`src/rtl/logisim_demo_pkg.sv`:
```
// logisim_demo_pkg: shared widths and io bit positions for the Tiny Tapeout style
// up/down counter. Optional heartbeat divider is enabled by LOGISIM_DEMO_HEARTBEAT_EN.
package logisim_demo_pkg;

    // Counter width; the io bit mapping below assumes 4.
    localparam int CNT_W     = 4;
    localparam int LDVAL_W   = 3;
    localparam int HB_W      = 2;

    // io_in bit positions
    localparam int CLK_BIT   = 0;
    localparam int RST_BIT   = 1;
    localparam int DOWN_BIT  = 2;
    localparam int HOLD_BIT  = 3;
    localparam int LOAD_BIT  = 4;
    localparam int LDVAL_LSB = 5;

    // io_out bit positions
    localparam int CNT_LSB   = 0;
    localparam int TC_BIT    = 4;
    localparam int OVF_BIT   = 5;
    localparam int HB_LSB    = 6;

    // Terminal count: the value from which the next step in the current direction wraps.
    function automatic logic terminal_count(input logic [CNT_W-1:0] count, input logic down);
        return down ? (count == '0) : (&count);
    endfunction

endpackage

```
`src/rtl/logisim_demo_counter.sv`:
```
// logisim_demo_counter: 4-bit up/down counter with load, hold, sticky overflow and
// combinational terminal count. Discrete clock and asynchronous active-high reset.
module logisim_demo_counter
    import logisim_demo_pkg::*;
(
    input  logic               i_clk,
    input  logic               i_rst,
    input  logic               i_down,
    input  logic               i_hold,
    input  logic               i_load,
    input  logic [LDVAL_W-1:0] i_ldval,
    output logic [CNT_W-1:0]   o_count,
    output logic               o_tc,
    output logic               o_ovf
);

    logic [CNT_W-1:0] r_count;
    logic             r_ovf;

    // Count register and sticky overflow; priority reset > load > hold > count.
    always_ff @(posedge i_clk or posedge i_rst) begin
        if (i_rst) begin
            r_count <= '0;
            r_ovf   <= 1'b0;
        end else if (i_load) begin
            r_count <= {1'b0, i_ldval};
            r_ovf   <= 1'b0;
        end else if (!i_hold) begin
            if (i_down) begin
                r_count <= r_count - CNT_W'(1);
                if (r_count == '0) r_ovf <= 1'b1;
            end else begin
                r_count <= r_count + CNT_W'(1);
                if (&r_count) r_ovf <= 1'b1;
            end
        end
    end

    assign o_count = r_count;
    assign o_ovf   = r_ovf;
    // Terminal count looks only at direction and count, not at hold or load.
    assign o_tc    = terminal_count(r_count, i_down);

endmodule

```
`src/rtl/logisim_demo_top.sv`:
```
// logisim_demo_top: packed io wrapper around the up/down counter. Clock and reset
// arrive on io_in bits. Define LOGISIM_DEMO_HEARTBEAT_EN to add a 2-bit clock divider
// on io_out[7:6]; otherwise those bits are tied low and no divider flops exist.
module logisim_demo_top
    import logisim_demo_pkg::*;
(
    input  logic [7:0] io_in,
    output logic [7:0] io_out
);

    logic               w_clk;
    logic               w_rst;
    logic               w_down;
    logic               w_hold;
    logic               w_load;
    logic [LDVAL_W-1:0] w_ldval;
    logic [CNT_W-1:0]   w_count;
    logic               w_tc;
    logic               w_ovf;
    logic [HB_W-1:0]    w_hb;

    assign w_clk   = io_in[CLK_BIT];
    assign w_rst   = io_in[RST_BIT];
    assign w_down  = io_in[DOWN_BIT];
    assign w_hold  = io_in[HOLD_BIT];
    assign w_load  = io_in[LOAD_BIT];
    assign w_ldval = io_in[LDVAL_LSB +: LDVAL_W];

    logisim_demo_counter u_counter (
        .i_clk   (w_clk),
        .i_rst   (w_rst),
        .i_down  (w_down),
        .i_hold  (w_hold),
        .i_load  (w_load),
        .i_ldval (w_ldval),
        .o_count (w_count),
        .o_tc    (w_tc),
        .o_ovf   (w_ovf)
    );

`ifdef LOGISIM_DEMO_HEARTBEAT_EN
    logic [HB_W-1:0] r_hb;

    // Free-running divider; ignores hold and load so it always shows the clock is alive.
    always_ff @(posedge w_clk or posedge w_rst) begin
        if (w_rst) r_hb <= '0;
        else       r_hb <= r_hb + HB_W'(1);
    end

    assign w_hb = r_hb;
`else
    assign w_hb = '0;
`endif

    assign io_out[CNT_LSB +: CNT_W] = w_count;
    assign io_out[TC_BIT]           = w_tc;
    assign io_out[OVF_BIT]          = w_ovf;
    assign io_out[HB_LSB +: HB_W]   = w_hb;

endmodule

```
`config.mk`:
```
export PLATFORM = sky130hd
export DESIGN_NAME = logisim_demo_top
export DESIGN_NICKNAME = d
export VERILOG_FILES = /design/src/rtl/logisim_demo_pkg.sv /design/src/rtl/logisim_demo_counter.sv /design/src/rtl/logisim_demo_top.sv
export SDC_FILE = /design/constraint.sdc
export NUM_CORES = 1
export LEC_CHECK = 0
export CELL_PAD_IN_SITES_DETAIL_PLACEMENT = 1
export CELL_PAD_IN_SITES_GLOBAL_PLACEMENT = 1
export CORE_AREA = 2 2 39 41
export DETAILED_ROUTE_END_ITERATION = 10
export DIE_AREA = 0 0 41 43
export PLACE_DENSITY_LB_ADDON = 0.1
export SETUP_SLACK_MARGIN = 0.1
export SLEW_MARGIN = 15
export SYNTH_ARGS = -nofsm -noshare
export SYNTH_HDL_FRONTEND = slang
export SYNTH_SLANG_ARGS = --single-unit
```
`constraint.sdc`:
```
create_clock -name io_in -period 4.8 [get_ports io_in]
set_input_delay 0.48 -clock io_in [delete_from_list [all_inputs] [get_ports io_in]]
set_output_delay 0.48 -clock io_in [all_outputs]
set_load 0.02 [all_outputs]
```
==> flow_metrics.py, run 1 <==
metrics = {
    "placed_design": {
        "placed_cells": 58,
        "port-buffer-count": 6,
        "gp_congestion": 0.695,
        "place_ws_ns": 0.997,
    },
    "cts": {
        "clk_latency_ns": 0.24,
        "path_clk_slew_ns": 0.05,
        "cts_hold_buf": 0,
        "cts_resized": 0,
        "postCtsSetupBuffers": 0,
        "cts_tree": "yes",
    },
    "worst_setup_path": {
        "path_delay_family": "buffers and inverters",
        "arrival_ns": 4.50,
        "path_max_fanout": 3,
        "start_kind": "clock port",
        "cpMostUsedCell": "clkbuf_4",
        "cp_data_required_time_ns": 4.96,
        "crit_chain": "clkbuf_4 > clkbuf_4 > ha_1 > a21oi_1 > clkbuf_4 > clkbuf_4 > a21oi_1 > clkbuf_4 > clkbuf_4 > or4_1 > a21oi_1",
        "cp-end-kind": "register",
        "path_class": "clock port to register",
        "cp_num_buf_inv": 6,
        "crit_path_top_delay_cell": "or4_1",
        "cpPeakStageDelay_ns": 0.49,
    },
    "synthesis": {
        "ys_ff_latch": 5,
        "yosys_warnings": 0,
        "postSynthCellCount": 39,
        "avgSynthCellArea_um2": 9.46,
        "syn_area_um2": 369,
        "ys_types": 19,
        "yosysSeqAreaShare_pct": 33.9,
    },
    "pwr": {
        "power_density_nw_per_um2": 1150,
        "p_leak_nw": 0.413,
        "peakVddDrop_mv": 0.603,
    },
    "timing": {
        "fin_worst_skew_ns": 0.00474,
        "final_hold_viol_count": 3,
        "setup_ws_ns": 0.457,
        "rsz0062_at_grt": "no",
        "drv_slew": 0,
        "hold_slack_ns": -0.101,
        "setup_viol": 0,
        "fin_setup_tns_ns": 0,
    },
    "global_route": {
        "grt_use_met2_pct": 18.4,
        "grtUsageMet1_pct": 8.55,
        "grt_use_met3_pct": 52.4,
        "antenna_found_initial": 0,
        "gr-total-overflow": 0,
        "grt_max_degree": 7,
        "busiest_layer": "met4",
        "grt_pass1_wl_um": 3210,
        "grt_pass1_vias": 1020,
        "grt_use_total_pct": 27.1,
    },
    "final_layout": {
        "finalNonFillerCells": 110,
        "drive_above_1_share_pct": 40.4,
        "area_growth_pct": 103,
        "num-nets-final": 97,
        "antennaDiodeCount": 0,
    },
    "floorplan": {
        "die_w_um": 41,
        "core_region_area_um2": 1380,
        "ios": 16,
        "initial_core_util_pct": 26.7,
        "dieArea_um2": 1760,
        "die_h_um": 43,
        "rows": 14,
    },
    "route": {
        "detail_route.vias_per_cell": 4.99,
        "routed_wirelength_um": 1970,
        "wl_per_cell_um": 17.9,
        "drc": 0,
        "drt-pass1-iter-count": 4,
        "vias": 549,
        "postRouteAntennaNets": 0,
        "drt_iter0_markers": 16,
    },
    "run_status": {
        "outcome": "finished, violations left",
        "violations": "hold timing",
    },
    "run": {
        "cap_violations": 0,
    },
    "hold_path": {
        "min_path_type": "clock port to register",
    },
}
[Yosys cell counts]
cell      count  area (µm²)
nor2_1        1        3.75
inv_1         5        18.8
mux2i_1       2        20.0
ha_1          2        25.0
dfrtp_1       5         125
or4_1         1        7.51
buf_4         4        30.0
xor2_1        2        17.5
o31ai_1       1        7.51
nand4b_1      1        8.76
o21ai_0       2        10.0
nand2_1       2        7.51
or4b_1        1        10.0
a21oi_1       4        20.0
nand3_1       1        5.00
conb_1        1        3.75
mux2_2        2        22.5
and3_1        1        6.26
fa_1          1        20.0
[registers in the layout, summed over array words and instances (netlist names)]
name / cells
u_counter.o_ovf: 1
u_counter.o_count: 4
[report_power, final]
group          switching (mW)  leakage (nW)  total (mW)  internal (mW)
Sequential                  0        0.0715      0.0467         0.0467
Clock                   0.356         0.318       0.816          0.460
Combinational         0.00138        0.0238     0.00138              0
[cell families after synthesis]
group	count (synthesis)	share of synthesized area (%)
simple gates	8	13.2
buf+inv	9	13.2
mux	4	11.5
compound gates	7	10.2
xor+xnor	2	4.75
fa+ha+maj	3	12.2
flops	5	33.9
other cells	1	1.02
[per-layer routing]
layer | share of wire (%) | vias up
met4 | 9.1 | 0
met2 | 43 | 64
met5 | 0 | -
li1 | - | 231
met1 | 34 | 228
met3 | 14 | 26
[worst register-to-register path, cell delays in order (launching register included)]
cell and delay (ns):
dfrtp_1 0.44, ha_1 0.36, a21oi_1 0.19, clkbuf_4 0.17, clkbuf_4 0.12, a21oi_1 0.06
clkbuf_4 0.15, clkbuf_4 0.13, or4_1 0.49, a21oi_1 0.18
[placed cells by master (no fill, tap or decap), drive strengths merged, types with 2 or more instances in the layout]
cell type / n
a21oi: 4
clkbuf: 42
clkdlybuf4s50: 6
conb: 2
dfrtp: 5
ha: 2
inv: 14
mux2: 2
mux2i: 2
nand2: 2
o21ai: 2
xor2: 2
[worst paths after layout]
check	startpoint	to	slack, ns	cells past startpoint
max	io_in[2]	u_counter.o_count[3]	0.46	11
max reg2reg	u_counter.o_count[2]	u_counter.o_count[3]	2.42	9
min in group asynchronous	io_in[1]	u_counter.o_ovf	2.16	3
min reg2reg	u_counter.o_ovf	u_counter.o_ovf	0.56	2
max in group asynchronous	io_in[1]	u_counter.o_count[3]	2.52	3
min	io_in[5]	u_counter.o_count[0]	-0.10	2
[per-stage QoR]
stage	util [%]	area (µm²)	hold WS (ns)	total power [mW]
final	54.2	751	-0.101	0.864
after global routing	54.2	751	-0.0887	0.967
after CTS	54.2	751	-0.106	0.907
after detailed placement	30.6	423	0.0631	0.237
after global placement	30.6	423	0.0631	0.237
after floorplan	-	373	0.0631	0.235
[cell type report]
type,instances,area (µm²)
clock buffers,43,299
clock inverters,13,50.0
fillers,164,633
inverters,2,7.51
multi-input cells,26,199
flip-flops and latches,5,125
well taps,16,20.0
repair buffers,5,50.0
No activity file was read; power rests on OpenSTA's default activity.
==> run 2: changes to the inputs <==
Settings changed: DONT_BUFFER_PORTS from default to 1.
==> run 2 against run 1 <==
  * The flow still finishes with violations (hold timing)
  * Count of clock-buffer cells in the layout decreased by 5
  * Global-route usage up 3.3 points
  * Register-to-register slack got worse by 0.04 ns
  * First-iteration DRC count increased by 25%
  * Non-clock buffer count decreased by 5
  * Die area did not move
  * Sequential share of layout area increased by 1.5 points
  * Cell count is 9.1% lower
  * Routed wire length shrank 12%
  * Clock power shrank 3.9%
  * Via count down 4.4%
  * Largest power group unchanged
  * Highest routed layer unchanged
==> flow_metrics.py, run 2 (synthesis results as in run 1) <==
metrics = {
    "placed_design": {
        "place_ws_ns": 1.17,
        "port-buffer-count": 0,
        "place_hpwl_um": 663,
        "gp_congestion": 0.649,
    },
    "timing": {
        "rsz0062_at_grt": "no",
        "setup_ws_ns": 0.494,
        "final_hold_viol_count": 3,
        "hold_slack_ns": -0.0934,
        "relSlewSlack_pct": 61.1,
        "fin_setup_tns_ns": 0,
        "fin_worst_skew_ns": 0.000614,
        "worst_pin_slew_ns": 0.568,
        "setup_viol": 0,
        "drv_slew": 0,
    },
    "worst_setup_path": {
        "cp-end-kind": "register",
        "arrival_ns": 4.46,
        "path_max_fanout": 3,
        "cp_data_required_time_ns": 4.96,
        "r2r_slack_ns": 2.38,
        "path_class": "clock port to register",
        "start_kind": "clock port",
    },
    "route": {
        "drt_iter0_markers": 20,
        "wl_per_cell_um": 17.3,
        "vias": 525,
        "routed_wirelength_um": 1730,
        "drc": 0,
        "drt-pass1-iter-count": 9,
        "postRouteAntennaNets": 0,
        "detail_route.vias_per_cell": 5.25,
    },
    "floorplan": {
        "rows": 14,
        "core_region_area_um2": 1380,
        "die_h_um": 43,
        "ios": 16,
        "dieArea_um2": 1760,
        "die_w_um": 41,
        "initial_core_util_pct": 26.7,
    },
    "final_layout": {
        "layout.cells.most_common": "clkbuf_4",
        "area_growth_pct": 86.1,
        "antennaDiodeCount": 0,
        "drive_above_1_share_pct": 42.9,
        "largest_reg_flops": 4,
        "final_cell_mix": "clkbuf_4 (32), inv_1 (14), clkbuf_1 (5), dfrtp_1 (5), a21oi_1 (4)",
        "fill_cells": 171,
        "num-nets-final": 88,
    },
    "run_status": {
        "violations": "hold timing",
        "outcome": "finished, violations left",
    },
    "cts": {
        "cts_hold_buf": 0,
        "clk_latency_ns": 0.24,
        "postCtsSetupBuffers": 0,
        "cts_tree": "yes",
        "path_clk_slew_ns": 0.04,
        "cts_resized": 0,
    },
    "global_route": {
        "antenna_found_initial": 0,
        "gr-total-overflow": 0,
        "grt_use_total_pct": 30.4,
        "grt_pass1_vias": 910,
        "grt_pass1_wl_um": 3120,
        "grt_max_degree": 7,
    },
    "hold_path": {
        "min_path_type": "clock port to register",
    },
    "pwr": {
        "p_leak_nw": 0.396,
        "peakVddDrop_mv": 0.461,
        "power_density_nw_per_um2": 1210,
        "power_uw": 832,
    },
    "run": {
        "cap_violations": 0,
    },
}
[run 2: worst max-delay path, stage by stage]
cell,delay (ns)
clkbuf_4,0.12
clkbuf_4,0.14
ha_1,0.36
a21oi_1,0.17
clkbuf_4,0.15
clkbuf_4,0.11
a21oi_1,0.06
clkbuf_4,0.15
clkbuf_4,0.13
or4_1,0.49
a21oi_1,0.17
[run 2: layout make-up]
type                            count  area, µm²  share of cell area, %
Clock buffer                       38        273                   39.7
Multi-Input combinational cell     26        199                   29.0
Sequential cell                     5        125                   18.2
Clock inverter                     13       62.6                   9.11
Tap cell                           16       20.0                   2.91
Inverter                            2       7.51                   1.09
[run 2: path summary, 6_finish.rpt]
kind	startpoint	endpoint	depth (start not counted)
max	io_in[2]	u_counter.o_count[3]	11
min	io_in[5]	u_counter.o_count[0]	2
max reg2reg	u_counter.o_count[2]	u_counter.o_count[3]	9
min reg2reg	u_counter.o_ovf	u_counter.o_ovf	2
max in group asynchronous	io_in[1]	u_counter.o_ovf	3
min in group asynchronous	io_in[1]	u_counter.o_count[1]	3
[run 2: layer usage]
metal	GRT usage (%)	part of all wire [%]	wire length (µm)
met1	11.9	31	531
met2	22.5	44	762
met5	12.5	0	0
met4	63.3	8.4	145
met3	49.2	17	295
[run 2: per-stage QoR]
stage / utilization, % / area [µm²] / cells
floorplan: - / 373 / 40
global placement: 26.2 / 363 / 52
detailed placement: 26.2 / 363 / 52
CTS: 49.6 / 687 / 100
global route: 49.6 / 687 / 100
finish: 49.6 / 687 / 100
[run 2: where the power goes]
part	internal (mW)	switching [mW]
registers	0.0467	0
logic	0	0.00138
clock network	0.456	0.328
total	0.503	0.330
